File: src/rtl/config_loader.sv
// Config frame loader: assembles NUM_INPUTS+1 stream words, then writes them to the regfile.
// Optional build macro CONFIG_LOADER_RETRY_EN adds one retry gap after the first ack timeout.
module config_loader #(
    parameter int WIDTH       = 16,
    parameter int NUM_INPUTS  = 8,
    parameter int ACK_TIMEOUT = 15
) (
    input  logic             clk,
    input  logic             reset_n,
    input  logic             s_valid,
    input  logic [WIDTH-1:0] s_data,
    output logic             s_ready,
    input  logic             abort,
    output logic             cfg_wen,
    output logic             cfg_rev,
    output logic [WIDTH-1:0] cfg_w_data [NUM_INPUTS:0],
    input  logic             cfg_wr_ack,
    output logic             done,
    output logic             err,
    output logic [7:0]       frame_cnt
);
    localparam int IW = $clog2(NUM_INPUTS + 1);
    localparam int TW = $clog2(ACK_TIMEOUT + 1);
    localparam logic [IW-1:0] LAST_IDX = IW'(NUM_INPUTS);
    localparam logic [TW-1:0] T_LAST   = TW'(ACK_TIMEOUT - 1);

`ifdef CONFIG_LOADER_RETRY_EN
    typedef enum logic [1:0] {S_FILL, S_WRITE, S_GAP} state_t;
`else
    typedef enum logic [1:0] {S_FILL, S_WRITE} state_t;
`endif

    state_t           r_state, w_state_nx;
    logic [IW-1:0]    r_idx, w_idx_nx;
    logic [TW-1:0]    r_tcnt, w_tcnt_nx;
    logic             r_ready, w_ready_nx;
    logic             r_wen, w_wen_nx;
    logic             r_done, w_done_nx;
    logic             r_err, w_err_nx;
    logic [7:0]       r_cnt, w_cnt_nx;
    logic             r_retried, w_retried_nx;
    logic             w_load;
    logic [WIDTH-1:0] r_data [NUM_INPUTS:0];

    always_ff @(posedge clk or negedge reset_n) begin
        if (!reset_n) begin
            r_state   <= S_FILL;
            r_idx     <= '0;
            r_tcnt    <= '0;
            r_ready   <= 1'b1;
            r_wen     <= 1'b0;
            r_done    <= 1'b0;
            r_err     <= 1'b0;
            r_cnt     <= '0;
            r_retried <= 1'b0;
        end else begin
            r_state   <= w_state_nx;
            r_idx     <= w_idx_nx;
            r_tcnt    <= w_tcnt_nx;
            r_ready   <= w_ready_nx;
            r_wen     <= w_wen_nx;
            r_done    <= w_done_nx;
            r_err     <= w_err_nx;
            r_cnt     <= w_cnt_nx;
            r_retried <= w_retried_nx;
        end
    end

    // Frame buffer survives abort; only reset clears it.
    always_ff @(posedge clk or negedge reset_n) begin
        if (!reset_n) begin
            for (int i = 0; i <= NUM_INPUTS; i++) r_data[i] <= '0;
        end else if (w_load) begin
            r_data[r_idx] <= s_data;
        end
    end

    always_comb begin
        w_state_nx   = r_state;
        w_idx_nx     = r_idx;
        w_tcnt_nx    = r_tcnt;
        w_ready_nx   = r_ready;
        w_wen_nx     = r_wen;
        w_done_nx    = 1'b0;
        w_err_nx     = r_err;
        w_cnt_nx     = r_cnt;
        w_retried_nx = r_retried;
        w_load       = 1'b0;
        if (abort) begin
            w_state_nx   = S_FILL;
            w_idx_nx     = '0;
            w_tcnt_nx    = '0;
            w_ready_nx   = 1'b1;
            w_wen_nx     = 1'b0;
            w_err_nx     = 1'b0;
            w_retried_nx = 1'b0;
        end else begin
            unique case (r_state)
                S_FILL: begin
                    if (s_valid && r_ready) begin
                        w_load = 1'b1;
                        if (r_idx == LAST_IDX) begin
                            w_idx_nx     = '0;
                            w_ready_nx   = 1'b0;
                            w_wen_nx     = 1'b1;
                            w_tcnt_nx    = '0;
                            w_retried_nx = 1'b0;
                            w_state_nx   = S_WRITE;
                        end else begin
                            w_idx_nx = r_idx + IW'(1);
                        end
                    end
                end
                S_WRITE: begin
                    if (cfg_wr_ack) begin
                        w_wen_nx   = 1'b0;
                        w_done_nx  = 1'b1;
                        w_cnt_nx   = r_cnt + 8'd1;
                        w_ready_nx = 1'b1;
                        w_tcnt_nx  = '0;
                        w_state_nx = S_FILL;
                    end else if (r_tcnt == T_LAST) begin
                        w_wen_nx  = 1'b0;
                        w_tcnt_nx = '0;
`ifdef CONFIG_LOADER_RETRY_EN
                        if (!r_retried) begin
                            w_retried_nx = 1'b1;
                            w_state_nx   = S_GAP;
                        end else begin
                            w_err_nx   = 1'b1;
                            w_ready_nx = 1'b1;
                            w_state_nx = S_FILL;
                        end
`else
                        w_err_nx   = 1'b1;
                        w_ready_nx = 1'b1;
                        w_state_nx = S_FILL;
`endif
                    end else begin
                        w_tcnt_nx = r_tcnt + TW'(1);
                    end
                end
`ifdef CONFIG_LOADER_RETRY_EN
                S_GAP: begin
                    w_wen_nx   = 1'b1;
                    w_tcnt_nx  = '0;
                    w_state_nx = S_WRITE;
                end
`endif
                default: begin
                    w_state_nx = S_FILL;
                end
            endcase
        end
    end

    assign s_ready    = r_ready;
    assign cfg_wen    = r_wen;
    assign cfg_rev    = 1'b0;
    assign cfg_w_data = r_data;
    assign done       = r_done;
    assign err        = r_err;
    assign frame_cnt  = r_cnt;

endmodule

File: config.mk
export PLATFORM = sky130hd
export DESIGN_NAME = config_loader
export DESIGN_NICKNAME = d
export VERILOG_FILES = /design/src/rtl/config_loader.sv
export SDC_FILE = /design/constraint.sdc
export NUM_CORES = 1
export LEC_CHECK = 0
export ABC_AREA = 0
export CAP_MARGIN = 20
export CELL_PAD_IN_SITES_DETAIL_PLACEMENT = 1
export CELL_PAD_IN_SITES_GLOBAL_PLACEMENT = 1
export CORE_UTILIZATION = 48
export CTS_BUF_LIST = sky130_fd_sc_hd__clkbuf_4 sky130_fd_sc_hd__clkbuf_8
export DETAILED_ROUTE_END_ITERATION = 12
export DONT_BUFFER_PORTS = 1
export GPL_TIMING_DRIVEN = 0
export HOLD_SLACK_MARGIN = 0.12
export PLACE_DENSITY = 0.81
export SLEW_MARGIN = 20
export SYNTH_ARGS = -nofsm -noshare
export SYNTH_HDL_FRONTEND = slang
export SYNTH_SLANG_ARGS = --single-unit
export TNS_END_PERCENT = 30
File: constraint.sdc
create_clock -name clk -period 4.1 [get_ports clk]
set_clock_uncertainty 0.05 [all_clocks]
set_input_delay 0.82 -clock clk [delete_from_list [all_inputs] [get_ports clk]]
set_output_delay 0.82 -clock clk [all_outputs]
set_load 0.005 [all_outputs]
Word level (Yosys, flattened, before mapping)

Index checks and enable logic that the tools add are counted.

ROM bits: 0
Register bits after elaboration: 166
Word-level logic and storage cells: 84
Bits of input ports: 21
Bits in writable memories: 0
Memories kept: 0
Bits in latches: 0

Muxes and demuxes: 40
Eq/ne operators: 7
Bitwise operators: 1
$mul: 0
$add $sub $neg: 3
Div/mod/pow operators: 0
Shifts and indexed selects: 0
Order comparisons: 2
Reductions and logical operators: 14

Operator list:

| operator            | count |
|---|---|
| $bwmux 144          | 1 |
| $demux 16 s4        | 1 |
| $mux 4              | 9 |
| $mux 1              | 19 |
| $mux 16             | 1 |
| $reduce_and 3->1    | 4 |
| $mux 2              | 5 |
| $add 4x1->4 const B | 2 |
| $add 8x1->8 const B | 1 |
| $eq 4x4->1 const B  | 2 |
| $pmux 4 s2          | 1 |
| $reduce_bool 2->1   | 4 |
| $ne 3x3->1 const B  | 2 |
| $lt 4x5->1 const B  | 1 |
| $ge 4x1->1 const B  | 1 |
| $ne 4x4->1 const B  | 1 |
| $pmux 1 s2          | 2 |
| $pmux 2 s2          | 1 |
| $reduce_and 4->1    | 1 |
| $reduce_bool 3->1   | 1 |
| $eq 2x1->1 const B  | 1 |
| $logic_and 1x1->1   | 2 |
| $logic_not 2->1     | 1 |
| $ne 2x2->1 const B  | 1 |
| 2 further kinds     | 2 |

Depth between registers and ports, before layout

Gate-level depths: netlist of run 1.

Depth in word-level cells: 5
Gate-level depth with buffers: 7

Worst setup path before layout of run 1

No wires, ideal clock.

Kind: in2reg
From: in abort
To: reg r_data (netlist bit cfg_w_data[55])
Data required time: 3.922 ns
Buffers on the path: 3
Library setup time: 0.128 ns
Path slack: 1.956 ns
Cell stages on the path: 6
Arrival: 1.966 ns
Cells stage by stage: and4bb_1 -> buf_4 -> buf_8 -> nand3_4 -> buf_6 -> mux2_1

Longest elaborated chain between the ends: 1

RTL lines:

| what                          | line | source |
|---|---|---|
| start, declared               | 13   | `input logic abort,` |
| $mux 1                        | 89   | `if (abort) begin` |
| end signal, assigned by index | 74   | `r_data[r_idx] <= s_data;` |
| end, declared                 | 43   | `logic [WIDTH-1:0] r_data [NUM_INPUTS:0];` |

No other way between the ends.
A chain may end at the register's enable or synchronous reset.

==> flow_summary_export.csv, run 1 <==
group,metric,value,unit
outcome,run_status,"completed",
timing,rsz0062_at_grt,"false",
place,gp_congestion,0.756,
layout,seq_area,4110,um^2
floorplanning,core.rowCount,42,
routing,route.detailed.wl_per_inst,23.8,um
routing,drt_wl_total,14600,um
clock_network,ctsLongestPathBuffers,2,
logic_synthesis,ys_seq_elements,164,
clock_network,ctsHtreeMaxLevel,4,
logic_synthesis,synth-simple-area-share,5.24,%
logic_synthesis,synth_edf_count,0,
critical_path,critical_path.top_delay_family,"buffers and inverters",
layout,antenna-diode-count,0,
clock_network,clock_latency,460,ps
worst_hold_path,hold_class,"in2async",
power_and_ir_drop,ir_worst_vdd,186,uV
timing,relSlewSlack,65.8,%
logic_synthesis,ys_warn_count,0,
layout,multi_input_area,2260,um^2
place,portBuffers,0,
critical_path,path_max_fanout,10,
layout,fillers,1256,
layout,mostFrequentLayoutCell,"dfrtp_1",
logic_synthesis,synthCells,407,
global_route,track_usage,22.5,%
floorplanning,start_util,49.2,%
floorplanning,die_y,119,um
logic_synthesis,syn_avg_cell_area,16.0,um^2
logic_synthesis,synth_top_family_by_area,"multiplexers",
critical_path,crit_path_start,"cfg_wen$_DFFE_PN0P_",
timing,post-route-worst-setup-slack,2030,ps
timing,tightestPinTransition,509,ps
global_route,grt_max_degree,165,
critical_path,cp-end-kind,"flop",
logic_synthesis,async_flop_share,100,%
routing,dr.pass1.iters,4,
logic_synthesis,synthAdderAreaFrac,1.34,%
power_and_ir_drop,power_density,469,nW/um^2
critical_path,crit_required,4390,ps
place,dp.cells,583,
layout,final_cells,614,
layout,area_delta_synth_final,9.09,%
clock_network,cts.sinks,164,
logic_synthesis,ys.flop_type,"dfrtp_1",
timing,fin_crit_sh,50.5,%
logic_synthesis,ys_types,42,
critical_path,slowest_delay,400,ps
timing,finalHoldViolCount,0,
clock_network,cts_tree,"built",
critical_path,cp.arrival,2360,ps
clock_network,clk_pin_slew_worst_paths,80,ps
critical_path,cp_cell_sequence,"buf_2 -> and4bb_1 -> buf_4 -> buf_8 -> nand3_4 -> buf_6 -> mux2_1",
clock_network,root_buffer,"clkbuf_8",
clock_network,post_cts_resized,0,
power_and_ir_drop,leakage,3.58,nW
global_route,grt_pass1_vias,3838,
layout,nets,454,
routing,vias_per_cell,5.59,
critical_path,reg2reg_from,"cfg_wen$_DFFE_PN0P_",
routing,post-route-drc-count,0,
logic_synthesis,synth_seq_area_share,63.0,%
timing,maxSlewViolCount,0,
layout,final_cell_mix,"163 x dfrtp_1, 106 x mux2_2, 33 x mux2_1",
floorplanning,core,13200,um^2
global_route,grt_pass1_wl,23400,um
clock_network,cts_made_buffers,17,
critical_path,slowest_stage,"dfrtp_1",
timing,hold_ws,1.64,ps
timing,fmax,0.483,GHz
layout,drive_above_1_share,38.8,%
logic_synthesis,synth.area.mux_share,25.6,%
floorplanning,dieArea,14100,um^2
timing,setup_viol,0,
power_and_ir_drop,design_power_total,3.34,mW
clock_network,postCtsSetupRepairBufs,0,
routing,vias,3433,
logic_synthesis,synth.cell_area,6520,um^2
critical_path,crit_buf_inv,4,
logic_synthesis,synth_xor_area_share,0.940,%
floorplanning,io_pins,178,
routing,antenna_left,0,
job,maxCapViolCount,0,
logic_synthesis,syn_nets,435,
global_route,grt-ovfl-total,0,
place,pre_cts_ws,1740,ps
floorplanning,die_x,119,um
global_route,antenna_found_initial,0,
place,hpwl,10000,um
logic_synthesis,synth-compound-area-share,1.53,%
timing,fin_tns_setup,0,ps
timing,fin_crit,2070,ps
routing,drt_first_iter_violations,167,
critical_path,critical_path_class,"reg2reg",
critical_path,start_kind,"flop",
per-stage QoR:
stage | util (%) | instance area (um^2)
final | 53.7 | 7110
after CTS | 53.7 | 7110
after global routing | 53.7 | 7110
after detailed placement | 50.9 | 6740
after global placement | 50.9 | 6740
after floorplan | - | 6520
power by group:
group / leakage, nW / switching (mW) / internal (mW)
clock: 0.196 / 0.561 / 0.544
combinational: 1.19 / 0.0834 / 0.150
sequential: 2.19 / 0.178 / 1.82
total: 3.58 / 0.822 / 2.52
synth_stat cells, drive strengths merged, types with 2 or more instances:
master,instances,area (um^2)
nand2b,2,12.5
nand3,16,158
nor3,3,15.0
buf,15,118
nand2,5,18.8
xor2,4,35.0
a221o,2,20.0
o21ai,5,25.0
xnor2,3,26.3
nor2b,2,12.5
and3,2,12.5
a31oi,2,12.5
dfrtp,163,4080
ha,7,87.6
mux2,146,1670
nand3b,2,15.0
inv,8,30.0
nor2,4,17.5
sequential cells by signal, indices dropped and copies added, names as in the netlist:
signal      cells
done            1
s_ready         1
r_idx           4
r_tcnt          4
frame_cnt       8
cfg_w_data    144
cfg_wen         1
err             1
layout make-up:
class,count,share of cell area [%]
plain buffers,16,1.71
clock buffers,23,4.19
clock inverters,8,1.06
inverters,8,0.422
multi-input cells,219,31.8
flip-flops and latches,164,57.7
well taps,176,3.10
logic make-up after synthesis:
| family | after synthesis |
|---|---|
| other cells | 1 |
| fa+ha+maj | 7 |
| compound gates | 14 |
| simple gates | 44 |
| mux | 146 |
| xor+xnor | 7 |
| flops | 164 |
| buf+inv | 24 |
final timing paths:
check / to / slack, ps / cells after the start
max: cfg_w_data[55]$_DFFE_PN0P_ / 2030 / 7
max in group asynchronous: s_ready$_DFFE_PN1P_ / 3680 / 0
min: cfg_w_data[38]$_DFFE_PN0P_ / 2 / 0
min in group clk: err$_DFFE_PN0P_ / 370 / 1
max reg2reg: cfg_w_data[55]$_DFFE_PN0P_ / 2030 / 7
min reg2reg: cfg_w_data[8]$_DFFE_PN0P_ / 480 / 1
per-layer routing:
layer / vias to the layer above / share of wire [%] / global-route usage [%]
met5: - / 0 / 0
met4: 0 / 1.6 / 8.31
met3: 19 / 7.5 / 8.83
met2: 108 / 52 / 38.1
met1: 1822 / 38 / 25.8
li1: 1484 / - / -
Power figures use the tool's default switching activity.
==> inputs of run 2 (changes only) <==
--- a/config.mk
+++ b/config.mk
@@ -15,7 +15,7 @@
 export DONT_BUFFER_PORTS = 1
 export GPL_TIMING_DRIVEN = 0
 export HOLD_SLACK_MARGIN = 0.12
-export PLACE_DENSITY = 0.81
+export PLACE_DENSITY = 0.84
 export SLEW_MARGIN = 20
 export SYNTH_ARGS = -nofsm -noshare
 export SYNTH_HDL_FRONTEND = slang
==> constraint.sdc (replaced) <==
create_clock -name clk -period 1.7 [get_ports clk]
set_clock_uncertainty 0.05 [all_clocks]
set_input_delay 0.34 -clock clk [delete_from_list [all_inputs] [get_ports clk]]
set_output_delay 0.34 -clock clk [all_outputs]
set_load 0.005 [all_outputs]
==> flow_summary_export.csv, run 2 (synthesized netlist as in run 1, its figures left out) <==
group,metric,value,unit
routing,drt_wl_total,16600,um
global_route,track_usage,25.1,%
timing,fin_crit_sh,111,%
layout,mostFrequentLayoutCell,"dfrtp_1",
power_and_ir_drop,netSwitchingPower,2.12,mW
floorplanning,start_util,49.2,%
floorplanning,core.rowCount,42,
power_and_ir_drop,pwr-share-seq,57.0,%
timing,setup_viol,129,
power_and_ir_drop,internal_power,6.40,mW
critical_path,r2r_slack,-190,ps
layout,nets,497,
clock_network,cts_tree,"built",
clock_network,ctsHtreeMaxLevel,4,
clock_network,ctsHoldBuffers,19,
critical_path,cp_cell_sequence,"buf_6 -> and4bb_1 -> buf_6 -> buf_12 -> nand3_4 -> buf_12 -> mux2_4",
clock_network,cts.sinks,164,
power_and_ir_drop,leakage,4.01,nW
timing,fin_crit,1890,ps
layout,final_cell_mix,"159 x dfrtp_1, 106 x mux2_2, 40 x mux2_4",
critical_path,r2r_cells,7,
global_route,grt_pass1_vias,4183,
timing,maxSlewViolCount,0,
clock_network,ctsLongestPathBuffers,2,
place,gp_congestion,0.750,
critical_path,crit_buf_inv,4,
timing,fmax,0.530,GHz
critical_path,cp.arrival,2170,ps
routing,vias,3654,
critical_path,cp-end-kind,"flop",
power_and_ir_drop,clkPwrFrac,31.9,%
critical_path,critical_path_class,"reg2reg",
place,portBuffers,0,
outcome,violations,"negative hold slack, negative setup slack",
power_and_ir_drop,design_power_total,8.51,mW
power_and_ir_drop,switching_share,24.9,%
critical_path,reg2reg_from,"cfg_wen$_DFFE_PN0P_",
timing,rsz0062_at_grt,"true",
routing,dr.pass1.iters,4,
critical_path,slowest_stage,"dfrtp_1",
outcome,run_status,"complete, but fails checks",
clock_network,root_buffer,"clkbuf_8",
routing,drt_first_iter_violations,160,
job,maxCapViolCount,0,
layout,area_delta_synth_final,21.9,%
global_route,grt_pass1_wl,25800,um
layout,largest_register_ffs,144,
routing,route.detailed.wl_per_inst,25.4,um
power_and_ir_drop,power_density,1070,nW/um^2
place,hpwl,9980,um
floorplanning,io_pins,178,
timing,finalHoldViolCount,164,
clock_network,clk_pin_slew_worst_paths,80,ps
clock_network,clock_latency,440,ps
critical_path,start_kind,"flop",
power_and_ir_drop,pwr-share-comb,11.1,%
clock_network,cts_made_buffers,17,
floorplanning,core,13200,um^2
critical_path,critical_path.top_delay_family,"buffers and inverters",
critical_path,r2r_end,"cfg_w_data[47]$_DFFE_PN0P_",
floorplanning,die_x,119,um
power_and_ir_drop,ir_worst_vdd,607,uV
routing,antenna_left,0,
timing,post-route-worst-setup-slack,-186,ps
routing,post-route-drc-count,0,
timing,hold_ws,-470,ps
critical_path,slowest_delay,410,ps
critical_path,path_max_fanout,7,
global_route,grt_max_degree,165,
routing,vias_per_cell,5.58,
global_route,antenna_found_initial,0,
worst_hold_path,hold_class,"in2async",
critical_path,crit_required,1980,ps
timing,fin_tns_setup,-13450,ps
layout,antenna-diode-count,0,
floorplanning,die_y,119,um
layout,drive_above_1_share,48.6,%
global_route,grt-ovfl-total,0,
floorplanning,dieArea,14100,um^2
-- run 2: cell types whose count changed in the layout (fill, tap and decap cells not counted), moves of 3 or more --
cell,change
nand3_2,-3
dfrtp_1,-4
mux2_1,-33
mux2_4,+33
buf_2,-7
buf_16,+6
buf_6,+7
dlygate4sd3_1,+19
nand3_4,+3
buf_4,+8
buf_12,+8
clkinv_2,-3
dfrtp_2,+4
-- run 2: power groups by stage --
stage                     registers [mW]  clock network, mW  logic, mW
after CTS                           4.84               2.81      0.930
final                               4.86               2.72      0.944
after global routing                4.91               2.95       1.01
after floorplan                     4.75                  0      0.555
after global placement              4.87                  0      0.592
after detailed placement            4.90                  0      0.654
-- run 2: through the flow --
step | utilization [%] | std cells | worst slack, ps | hold WS [ps] | cell area (um^2)
after floorplan | - | 407 | -118 | -5.59 | 6590
after detailed placement | 51.4 | 583 | -416 | -2.60 | 6810
final | 60.0 | 655 | -186 | -470 | 7950
after global routing | 60.0 | 655 | -241 | -511 | 7950
after CTS | 59.2 | 650 | -187 | -503 | 7840
after global placement | 51.4 | 583 | -338 | -2.23 | 6810
-- run 2: cell type report --
| type | instances | area, um^2 |
|---|---|---|
| inverters | 8 | 32.5 |
| repair buffers | 44 | 546 |
| clock buffers | 21 | 270 |
| flip-flops and latches | 164 | 4110 |
| multi-input cells | 219 | 2420 |
| well taps | 176 | 220 |
| fillers | 1201 | 5300 |
| plain buffers | 15 | 239 |
| clock inverters | 8 | 105 |
-- run 2: how the worst max path moves through the flow --
stage,start,end,slack [ps],depth (start not counted)
final,cfg_wen$_DFFE_PN0P_,cfg_w_data[47]$_DFFE_PN0P_,-190,7
after global routing,cfg_wen$_DFFE_PN0P_,cfg_w_data[47]$_DFFE_PN0P_,-240,7
after global placement,cfg_wen$_DFFE_PN0P_,cfg_w_data[92]$_DFFE_PN0P_,-340,6
after CTS,cfg_wen$_DFFE_PN0P_,cfg_w_data[43]$_DFFE_PN0P_,-190,7
after floorplan,cfg_wen$_DFFE_PN0P_,cfg_w_data[48]$_DFFE_PN0P_,-120,7
after detailed placement,r_idx[3]$_DFFE_PN0P_,cfg_w_data[91]$_DFFE_PN0P_,-420,6
-- run 2: worst register-to-register path: stages, from the launching register on --
cell	delay, ps
dfrtp_1	410
buf_6	130
and4bb_1	250
buf_6	130
buf_12	140
nand3_4	150
buf_12	200
mux2_4	310
-- run 2: repair_timing --
item | 4_1_cts | 5_1_grt
buffers inserted | 14 | 4
pin swaps | 2 | 2
resized for setup | 59 | 15
endpoints found under the setup margin | 143 | 149
cloned | 6 | 1
endpoints found under the hold margin | 313 | 164
-- run 2: routing by layer --
| layer | vias to the layer above | routed length, um | global-route usage (%) |
|---|---|---|---|
| li1 | 1564 | - | - |
| met5 | - | 0 | 0 |
| met4 | 0 | 225 | 8.15 |
| met2 | 164 | 8460 | 42.7 |
| met1 | 1909 | 6340 | 28.4 |
| met3 | 17 | 1610 | 10.6 |
